**config.mk**
```make
export PLATFORM = sky130hd
export DESIGN_NAME = pc_fetch_ctrl
export DESIGN_NICKNAME = d
export VERILOG_FILES = /design/src/rtl/pc_fetch_ctrl_pkg.sv /design/src/rtl/pc_fetch_ctrl_if_id_reg.sv /design/src/rtl/pc_fetch_ctrl.sv
export SDC_FILE = /design/constraint.sdc
export NUM_CORES = 1
export LEC_CHECK = 0
export BUFFER_PORTS_ARGS = -buffer_cell sky130_fd_sc_hd__buf_2
export CAP_MARGIN = 20
export CORE_UTILIZATION = 57
export DETAILED_ROUTE_END_ITERATION = 8
export HOLD_SLACK_MARGIN = 0.02
export MAX_ROUTING_LAYER = met4
export PLACE_DENSITY = 0.86
export SLEW_MARGIN = 20
export SYNTH_ARGS = -nofsm -noshare
export SYNTH_HDL_FRONTEND = slang
export SYNTH_HIERARCHICAL = 1
export SYNTH_SLANG_ARGS = --single-unit
```
**constraint.sdc**
```tcl
create_clock -name clk -period 3.1 [get_ports clk]
set_input_delay 0.155 -clock clk [delete_from_list [all_inputs] [get_ports clk]]
set_output_delay 0.155 -clock clk [all_outputs]
set_load 0.03 [all_outputs]
```
**src/rtl/pc_fetch_ctrl_pkg.sv**
```systemverilog
// ----------------------------------------------------------------------------
// pc_fetch_ctrl_pkg
// Shared definitions for the fetch-stage controller:
//   - fetch_state_e    : instruction-SRAM handshake states
//   - RESET_PC_DEFAULT : first fetch address after reset (MIPS boot vector)
//   - seq_pc()         : sequential next PC, wraps modulo 2^32
// ----------------------------------------------------------------------------
package pc_fetch_ctrl_pkg;

    // S_REQ  : request presented on inst_req/inst_addr, waiting for addr_ok
    // S_WAIT : request accepted, waiting for data_ok
    // S_HAVE : data returned while D was stalled; held in the fetch buffer
    typedef enum logic [1:0] {
        S_REQ  = 2'd0,
        S_WAIT = 2'd1,
        S_HAVE = 2'd2
    } fetch_state_e;

    localparam logic [31:0] RESET_PC_DEFAULT = 32'hBFC0_0000;

    function automatic logic [31:0] seq_pc(input logic [31:0] pc);
        return pc + 32'd4;
    endfunction

endpackage

```
**src/rtl/pc_fetch_ctrl_if_id_reg.sv**
```systemverilog
// ----------------------------------------------------------------------------
// pc_fetch_ctrl_if_id_reg
// IF/ID pipeline register with load and clear controls.
//   clk, resetn       : clock, asynchronous active-low reset
//   load_i            : capture instr_i/pc_i/ds_i and mark the entry valid
//   clear_i           : insert a bubble (valid and delay-slot flag cleared,
//                       instruction/PC fields keep their old values)
//   instr_i, pc_i     : instruction word and its address from fetch
//   ds_i              : the loaded instruction sits in a branch delay slot
//   instr_o, pc_o     : registered instruction and PC
//   valid_o, ds_o     : registered valid and delay-slot flag
// Neither load nor clear asserted means hold (stall).
// ----------------------------------------------------------------------------
module pc_fetch_ctrl_if_id_reg (
    input  logic        clk,
    input  logic        resetn,
    input  logic        load_i,
    input  logic        clear_i,
    input  logic [31:0] instr_i,
    input  logic [31:0] pc_i,
    input  logic        ds_i,
    output logic [31:0] instr_o,
    output logic [31:0] pc_o,
    output logic        valid_o,
    output logic        ds_o
);

    logic [31:0] instr_q;
    logic [31:0] pc_q;
    logic        valid_q;
    logic        ds_q;

    always_ff @(posedge clk or negedge resetn) begin
        if (!resetn) begin
            instr_q <= 32'd0;
            pc_q    <= 32'd0;
            valid_q <= 1'b0;
            ds_q    <= 1'b0;
        end else if (load_i) begin
            instr_q <= instr_i;
            pc_q    <= pc_i;
            valid_q <= 1'b1;
            ds_q    <= ds_i;
        end else if (clear_i) begin
            valid_q <= 1'b0;
            ds_q    <= 1'b0;
        end
    end

    assign instr_o = instr_q;
    assign pc_o    = pc_q;
    assign valid_o = valid_q;
    assign ds_o    = ds_q;

endmodule

```
**src/rtl/pc_fetch_ctrl.sv**
```systemverilog
// ----------------------------------------------------------------------------
// pc_fetch_ctrl
// Fetch-stage controller of the 5-stage MIPS pipeline: owns the fetch PC,
// the instruction-SRAM request handshake and the IF/ID register. Branch and
// jump redirects from D take effect after the delay slot; an exception/eret
// pulse flushes fetch and restarts at except_pc.
// Ports:
//   clk, resetn                  : clock, asynchronous active-low reset
//   stall_d                      : hold IF/ID contents
//   branch_d, taken_d            : conditional branch in D and its outcome
//   branch_target_d              : branch target of the instruction in D
//   jump_d, jump_target_d        : j/jal/jr/jalr in D and its target
//   except_valid, except_pc      : one-cycle redirect pulse and address
//   inst_req, inst_addr          : SRAM request and address (= pc_f)
//   inst_addr_ok, inst_data_ok   : SRAM request accepted / data valid
//   inst_rdata                   : SRAM read data
//   fetch_busy                   : F has no instruction ready
//   instr_d, pc_d, valid_d       : IF/ID contents
//   in_delayslot_d               : instr_d is a delay-slot instruction
// ----------------------------------------------------------------------------
module pc_fetch_ctrl
    import pc_fetch_ctrl_pkg::*;
#(
    parameter logic [31:0] RESET_PC = RESET_PC_DEFAULT
) (
    input  logic        clk,
    input  logic        resetn,
    input  logic        stall_d,
    input  logic        branch_d,
    input  logic        taken_d,
    input  logic [31:0] branch_target_d,
    input  logic        jump_d,
    input  logic [31:0] jump_target_d,
    input  logic        except_valid,
    input  logic [31:0] except_pc,
    output logic        inst_req,
    output logic [31:0] inst_addr,
    input  logic        inst_addr_ok,
    input  logic        inst_data_ok,
    input  logic [31:0] inst_rdata,
    output logic        fetch_busy,
    output logic [31:0] instr_d,
    output logic [31:0] pc_d,
    output logic        valid_d,
    output logic        in_delayslot_d
);

    fetch_state_e state_q, state_d;
    logic [31:0]  pc_f_q, pc_f_d;
    logic [31:0]  buf_q, buf_d;
    logic [31:0]  redir_target_q, redir_target_d;
    logic         redir_valid_q, redir_valid_d;
    logic         ds_pending_q, ds_pending_d;
    logic         discard_q, discard_d;

    logic         ready;
    logic         adv;
    logic         ctrl_flow_d;
    logic         redirect_now;
    logic         ds_flag;
    logic         if_id_clear;
    logic [31:0]  tgt;
    logic [31:0]  next_pc;
    logic [31:0]  fetch_data;

    // ------------------------------------------------------------------
    // Handshake status
    // ------------------------------------------------------------------
    assign ready = ((state_q == S_WAIT) & inst_data_ok & ~discard_q)
                 | (state_q == S_HAVE);
    assign adv        = ready & ~stall_d & ~except_valid;
    assign fetch_busy = ~ready;
    assign inst_req   = (state_q == S_REQ);
    assign inst_addr  = pc_f_q;

    // Straight from the SRAM when it returns this cycle, else the buffer.
    assign fetch_data = (state_q == S_HAVE) ? buf_q : inst_rdata;

    // ------------------------------------------------------------------
    // Redirect and delay-slot tracking
    // ------------------------------------------------------------------
    assign ctrl_flow_d  = branch_d | jump_d;
    assign redirect_now = valid_d & ~stall_d & ((branch_d & taken_d) | jump_d);
    assign tgt          = jump_d ? jump_target_d : branch_target_d;

    // A saved redirect always wins: it belongs to an older branch whose
    // delay slot is the instruction being advanced now.
    assign next_pc = redir_valid_q ? redir_target_q
                   : redirect_now  ? tgt
                   : seq_pc(pc_f_q);

    // The instruction entering D is a delay slot if a branch/jump left D
    // earlier without an advance, or is leaving D in this very cycle.
    assign ds_flag = ds_pending_q | (valid_d & ctrl_flow_d);

    // Exception flushes D even under stall; otherwise an unstalled D with
    // nothing to take in becomes a bubble.
    assign if_id_clear = except_valid | (~stall_d & ~adv);

    // ------------------------------------------------------------------
    // FSM next state
    // ------------------------------------------------------------------
    always_comb begin
        state_d   = state_q;
        discard_d = discard_q;
        buf_d     = buf_q;
        if (except_valid) begin
            case (state_q)
                S_REQ: begin
                    // An accepted request still owes a response; drop it.
                    if (inst_addr_ok) begin
                        state_d   = S_WAIT;
                        discard_d = 1'b1;
                    end else begin
                        state_d = S_REQ;
                    end
                end
                S_WAIT: begin
                    if (inst_data_ok) begin
                        state_d   = S_REQ;
                        discard_d = 1'b0;
                    end else begin
                        discard_d = 1'b1;
                    end
                end
                default: state_d = S_REQ;
            endcase
        end else begin
            case (state_q)
                S_REQ: begin
                    if (inst_addr_ok) state_d = S_WAIT;
                end
                S_WAIT: begin
                    if (inst_data_ok) begin
                        if (discard_q) begin
                            discard_d = 1'b0;
                            state_d   = S_REQ;
                        end else if (adv) begin
                            state_d = S_REQ;
                        end else begin
                            buf_d   = inst_rdata;
                            state_d = S_HAVE;
                        end
                    end
                end
                S_HAVE: begin
                    if (adv) state_d = S_REQ;
                end
                default: state_d = S_REQ;
            endcase
        end
    end

    // ------------------------------------------------------------------
    // PC, pending redirect and delay-slot next state
    // ------------------------------------------------------------------
    always_comb begin
        pc_f_d         = pc_f_q;
        redir_valid_d  = redir_valid_q;
        redir_target_d = redir_target_q;
        ds_pending_d   = ds_pending_q;
        if (except_valid) begin
            pc_f_d        = except_pc;
            redir_valid_d = 1'b0;
            ds_pending_d  = 1'b0;
        end else if (adv) begin
            pc_f_d        = next_pc;
            redir_valid_d = 1'b0;
            ds_pending_d  = 1'b0;
        end else begin
            // Branch leaves D before its delay slot is ready: remember both
            // the redirect and that the next instruction is a delay slot.
            if (redirect_now) begin
                redir_valid_d  = 1'b1;
                redir_target_d = tgt;
            end
            if (valid_d & ctrl_flow_d & ~stall_d) begin
                ds_pending_d = 1'b1;
            end
        end
    end

    always_ff @(posedge clk or negedge resetn) begin
        if (!resetn) begin
            state_q        <= S_REQ;
            pc_f_q         <= RESET_PC;
            buf_q          <= 32'd0;
            redir_target_q <= 32'd0;
            redir_valid_q  <= 1'b0;
            ds_pending_q   <= 1'b0;
            discard_q      <= 1'b0;
        end else begin
            state_q        <= state_d;
            pc_f_q         <= pc_f_d;
            buf_q          <= buf_d;
            redir_target_q <= redir_target_d;
            redir_valid_q  <= redir_valid_d;
            ds_pending_q   <= ds_pending_d;
            discard_q      <= discard_d;
        end
    end

    // ------------------------------------------------------------------
    // IF/ID register
    // ------------------------------------------------------------------
    pc_fetch_ctrl_if_id_reg u_if_id (
        .clk     (clk),
        .resetn  (resetn),
        .load_i  (adv),
        .clear_i (if_id_clear),
        .instr_i (fetch_data),
        .pc_i    (pc_f_q),
        .ds_i    (ds_flag),
        .instr_o (instr_d),
        .pc_o    (pc_d),
        .valid_o (valid_d),
        .ds_o    (in_delayslot_d)
    );

endmodule

```
**Word level (Yosys, flattened, before mapping)**

Cells that the tools add are included.

- Register bits: 167
- Bits in latches: 0
- Memory bits (writable): 0
- ROM bits: 0
- Input port bits: 137
- Output and inout port bits: 100
- Memories kept: 0

- Add/subtract/negate cells: 1
- Multipliers: 0
- Div/mod/pow operators: 0
- Order comparisons: 0
- Equality and inequality tests: 6
- Shift operators: 0
- Mux-type cells: 31
- Bitwise gates (word level): 20
- Reductions and logical operators: 12

Operators by type and width:

| kind | number |
|---|---|
| $mux W32 | 6 |
| $add A32 B3 Y32 const B | 1 |
| $mux W1 | 15 |
| $mux W2 | 7 |
| $and A1 B1 Y1 | 10 |
| $reduce_bool A2 Y1 | 5 |
| $ne A3 B2 Y1 const B | 2 |
| $pmux W2 S3 | 1 |
| $reduce_and A3 Y1 | 2 |
| $reduce_bool A3 Y1 | 2 |
| $not A1 Y1 | 5 |
| $or A1 B1 Y1 | 5 |
| $reduce_and A5 Y1 | 1 |
| $pmux W2 S2 | 1 |
| $reduce_and A4 Y1 | 1 |
| $ne A3 B3 Y1 const B | 1 |
| $eq A2 B1 Y1 const B | 1 |
| $eq A2 B2 Y1 const B | 1 |
| $logic_not A2 Y1 | 1 |
| $ne A2 B2 Y1 const B | 1 |
| $pmux W1 S2 | 1 |

**Depth between registers and ports, before layout**

- Depth in word-level cells: 11
- Mapped depth: 9
- Mapped depth without buffers: 6

**Cells and area by module**

Netlist, hierarchy kept.

Modules (own cells, without submodules):

| module | times used | cells each | area an instance (um2) |
|---|---|---|---|
| pc_fetch_ctrl | 1 | 671 | 5,964.5 |
| pc_fetch_ctrl_if_id_reg | 1 | 141 | 2,456.1 |

**Worst setup path before layout**

OpenSTA, ideal clock, no wires.

- Path kind: reg-to-reg
- Start: register u_if_id.valid_q (netlist: u_if_id/valid_o)
- End: register redir_target_q[28]
- Arrival: 1.916 ns
- Data required time: 2.973 ns
- Slack: 1.057 ns
- Stages on the path, launching flop included: 6
- Period minus slack after synthesis: 2.043 ns
- Cell sequence: dfrtp_1 -> nor2b_1 -> nand2_1 -> nor3_4 -> buf_6 -> mux2_1

- Cells in the longest elaborated chain, start to end: 3

RTL lines:

| element | line | RTL |
|---|---|---|
| start, declared | pc_fetch_ctrl_if_id_reg.sv:30 | `logic valid_q;` |
| start signal, assigned | pc_fetch_ctrl_if_id_reg.sv:37 | `valid_q <= 1'b0;` |
| start signal, assigned | pc_fetch_ctrl_if_id_reg.sv:42 | `valid_q <= 1'b1;` |
| start signal, assigned | pc_fetch_ctrl_if_id_reg.sv:45 | `valid_q <= 1'b0;` |
| $and A1 B1 Y1 (2 in a row) | pc_fetch_ctrl.sv:83 | `assign redirect_now = valid_d & ~stall_d & ((branch_d & taken_d) \| jump_d);` |
| $reduce_and A3 Y1 (no line) | - |  |
| end signal, assigned | pc_fetch_ctrl.sv:196 | `redir_target_q <= redir_target_d;` |
| end, declared | pc_fetch_ctrl.sv:51 | `logic [31:0] redir_target_q, redir_target_d;` |

Every way passes these cells.
A chain may end at the register's enable or synchronous reset.

**Final worst setup path**

- Start: register state_q[1]
- End: register pc_f_q[24] (netlist: inst_addr[24])

- Cells in the longest elaborated chain, start to end: 7

RTL lines:

| element | line | RTL |
|---|---|---|
| start, declared | pc_fetch_ctrl.sv:48 | `fetch_state_e state_q, state_d;` |
| start signal, assigned | pc_fetch_ctrl.sv:193 | `state_q <= state_d;` |
| $eq A2 B1 Y1 | pc_fetch_ctrl.sv:69 | `assign ready = ((state_q == S_WAIT) & inst_data_ok & ~discard_q)` |
| $and A1 B1 Y1 (2 in a row) | pc_fetch_ctrl.sv:69 |  |
| $or A1 B1 Y1 (*) | pc_fetch_ctrl.sv:70 | `\| (state_q == S_HAVE);` |
| $and A1 B1 Y1 (*) (2 in a row) | pc_fetch_ctrl.sv:71 | `assign adv = ready & ~stall_d & ~except_valid;` |
| via adv | pc_fetch_ctrl.sv:57 | `logic adv;` |
| $reduce_bool A2 Y1 (no line) (*) | - |  |
| end signal, assigned | pc_fetch_ctrl.sv:194 | `pc_f_q <= pc_f_d;` |
| end, declared | pc_fetch_ctrl.sv:49 | `logic [31:0] pc_f_q, pc_f_d;` |

The timed path passes the listed nets; every way through them passes the cells marked *.

==> flow_summary.json <==
{
  "insertion_delay_ps": 430,
  "start_kind": "flop",
  "antenna_found_initial": 0,
  "cp_num_buf_inv": 4,
  "min_period_ps": 2360,
  "wl_mm": 23.9,
  "hold_ws_ps": 30.0,
  "crit_slowest_cell": "dfrtp_1",
  "core_area_um2": 14500,
  "die-area_um2": 15300,
  "reg2reg_from": "state_q[1]",
  "clock_power_share": 0.266,
  "drtIter0Drc": 866,
  "num_vias": 7630,
  "dp_hpwl_mm": 15.3,
  "ant_nets": 0,
  "p_int_mw": 5.75,
  "yosysMostFrequentCell": "dfrtp_1",
  "syn-num-nets": 950,
  "drive_gt1_frac": 0.352,
  "hp-start": "branch_target_d[7]",
  "drt-vias-per-instance": 5.92,
  "initial_utilization": 0.582,
  "status": "finished clean",
  "synth_top_area_cell": "dfrtp_1",
  "finalClockSkew_ps": 5.96,
  "worstSetupEndpointType": "flop",
  "die_w_um": 124,
  "seqPwrFrac": 0.401,
  "cts_tree": "built",
  "ctsHoldBuffers": 58,
  "grt_usage": 0.335,
  "worstSetupPathType": "flop to flop",
  "holdCritPathClass": "input port to flop",
  "ys_types": 58,
  "rows": 44,
  "p_sw_mw": 3.25,
  "fin_crit_sh": 0.761,
  "cp-startpoint": "state_q[1]",
  "ys_seq_area_frac": 0.498,
  "cpPeakStageDelay_ps": 430,
  "post_cts_buffers": 0,
  "grt_pass1_vias": 7248,
  "fin_util": 0.759,
  "pwr_density_cell_nw_per_um2": 819,
  "synth_async_sr_flop_share": 1.00,
  "cts_made_buffers": 17,
  "io_buffers": 236,
  "max_cap_viol_count": 0,
  "worstMarginPinSlew_ps": 889,
  "cp.arrival_ps": 2700,
  "fin_nets": 1230,
  "ys_ff_latch": 167,
  "cp_top_family": "buffers and inverters",
  "timing.final.ws_setup_ps": 740,
  "cts_max_level": 4,
  "cts_root_buf": "clkbuf_16",
  "wl_per_cell_um": 18.5,
  "relSlewSlack": 0.407,
  "avgSynthCellArea_um2": 10.4,
  "crit_required_ps": 3440,
  "clock_sink_count": 167,
  "clk_pin_slew_ps": 70,
  "ir_drop_uv": 469,
  "antenna_cells": 0,
  "swShare": 0.361,
  "rsz0062_at_grt": "no",
  "fin_tns_setup_ps": 0,
  "clock_path_buffers": 2,
  "io_pins": 237,
  "path_cells": "nor2b_2 -> buf_4 -> o21ai_1 -> buf_4 -> clkinv_2 -> buf_4 -> nand2_1 -> o211ai_1",
  "postCtsResizedCells": 0,
  "synthCells": 812,
  "syn_area_um2": 8420,
  "finalHoldViolations": 0,
  "synth_commonest_cells": "dfrtp_1, nand2_1, mux2_2",
  "dr.pass1.iters": 6,
  "leakagePower_nw": 5.31,
  "cp_max_fo": 37,
  "grt_max_degree": 85,
  "gp_congestion": 0.864,
  "yosys-top-cells-area": "dfrtp_1, mux2_2, nand2_1",
  "yosys_warnings": 6,
  "synth_top_area_share": 0.470,
  "synth-edff-count": 0,
  "setup_viol": 0,
  "timing.fmax_mhz": 424,
  "grt_pass1_wl_mm": 37.3,
  "critPathMostFrequentCell": "buf_4",
  "slew_viol_final": 0,
  "grt.overflow.total": 0,
  "synth_ff_type": "dfrtp_1",
  "drc_errors": 0,
  "pre_cts_ws_ps": 830,
  "area_delta_synth_final_pct": 30.6,
  "die_h_um": 124,
  "combPwrFrac": 0.333
}
cell families (layout without fill, tap and decap cells):
group,Yosys count,in the layout,share of synthesized area
adders and majority gates,1,1,0.00149
xor gates and xnor gates,15,15,0.0156
AOI/OAI and AO/OA,155,155,0.118
buffers and inverters,60,353,0.0348
DFF,167,167,0.498
muxes,147,147,0.192
and+or+nand+nor,267,267,0.141
flip-flops by register name, indices dropped and copies added, names as in the netlist, 2 cells and up:
register         count
buf_q               32
inst_addr           32
redir_target_q      32
u_if_id/instr_o     32
u_if_id/pc_o        32
state_q              2
metal layers:
| layer | vias to the layer above | global-route usage | share of wire |
|---|---|---|---|
| met2 | 458 | 0.508 | 0.47 |
| met5 | - | - | 0 |
| met4 | 0 | 0.166 | 0.036 |
| li1 | 3450 | - | - |
| met1 | 3638 | 0.423 | 0.40 |
| met3 | 84 | 0.0798 | 0.094 |
final timing paths:
kind / to / slack [ps] / depth (start not counted)
worst min-delay path: redir_target_q[7] / 30 / 3
worst max-delay path: inst_addr[24] / 740 / 8
worst max register to register: inst_addr[24] / 740 / 8
min in group asynchronous: buf_q[28] / 240 / 2
max in group asynchronous: u_if_id/instr_o[19] / 2020 / 3
worst min register to register: u_if_id/instr_o[20] / 480 / 1
worst min-delay path: stages:
cell	delay (ps)
buf_2	70
mux2i_1	80
a21oi_1	120
metrics by stage:
step | instances | total power, mW | instance area (um2)
after floorplan | 812 | 5.54 | 8420
after global placement | 1199 | 6.38 | 9740
after detailed placement | 1199 | 6.51 | 9740
after CTS | 1289 | 8.97 | 11000
after global routing | 1289 | 9.47 | 11000
final | 1289 | 9.00 | 11000
area by class of cell:
| type | count | area, um2 |
|---|---|---|
| well taps | 184 | 230 |
| multi-input cells | 585 | 3950 |
| clock inverters | 13 | 226 |
| fillers | 924 | 3480 |
| clock buffers | 19 | 443 |
| inverters | 10 | 38.8 |
| repair buffers | 311 | 1920 |
| flip-flops and latches | 167 | 4190 |
cell usage in the layout, fill, tap and decap left out, drive strengths merged, types with 7 or more instances in the layout:
cell type    instances
xor2                10
clkbuf              19
nand4               11
clkinv               8
dfstp                9
dfrtp              158
or3                  9
nor3                10
o21ai               36
nand2              148
buf                253
a21o                 7
inv                  9
mux2               115
nand3               17
nor2                51
a31oi                9
a21oi               44
dlygate4sd3         58
mux2i               32
o211ai              16
power groups by stage:
stage | Sequential (mW) | Combinational (mW) | Clock (mW)
2_1_floorplan | 4.48 | 1.07 | 0
3_3_place_gp | 3.56 | 2.82 | 0
3_5_place_dp | 3.62 | 2.89 | 0
4_1_cts | 3.59 | 2.96 | 2.42
5_1_grt | 3.73 | 3.22 | 2.52
6_report | 3.61 | 2.99 | 2.40
Note: power is estimated with default switching activity, not from simulation.
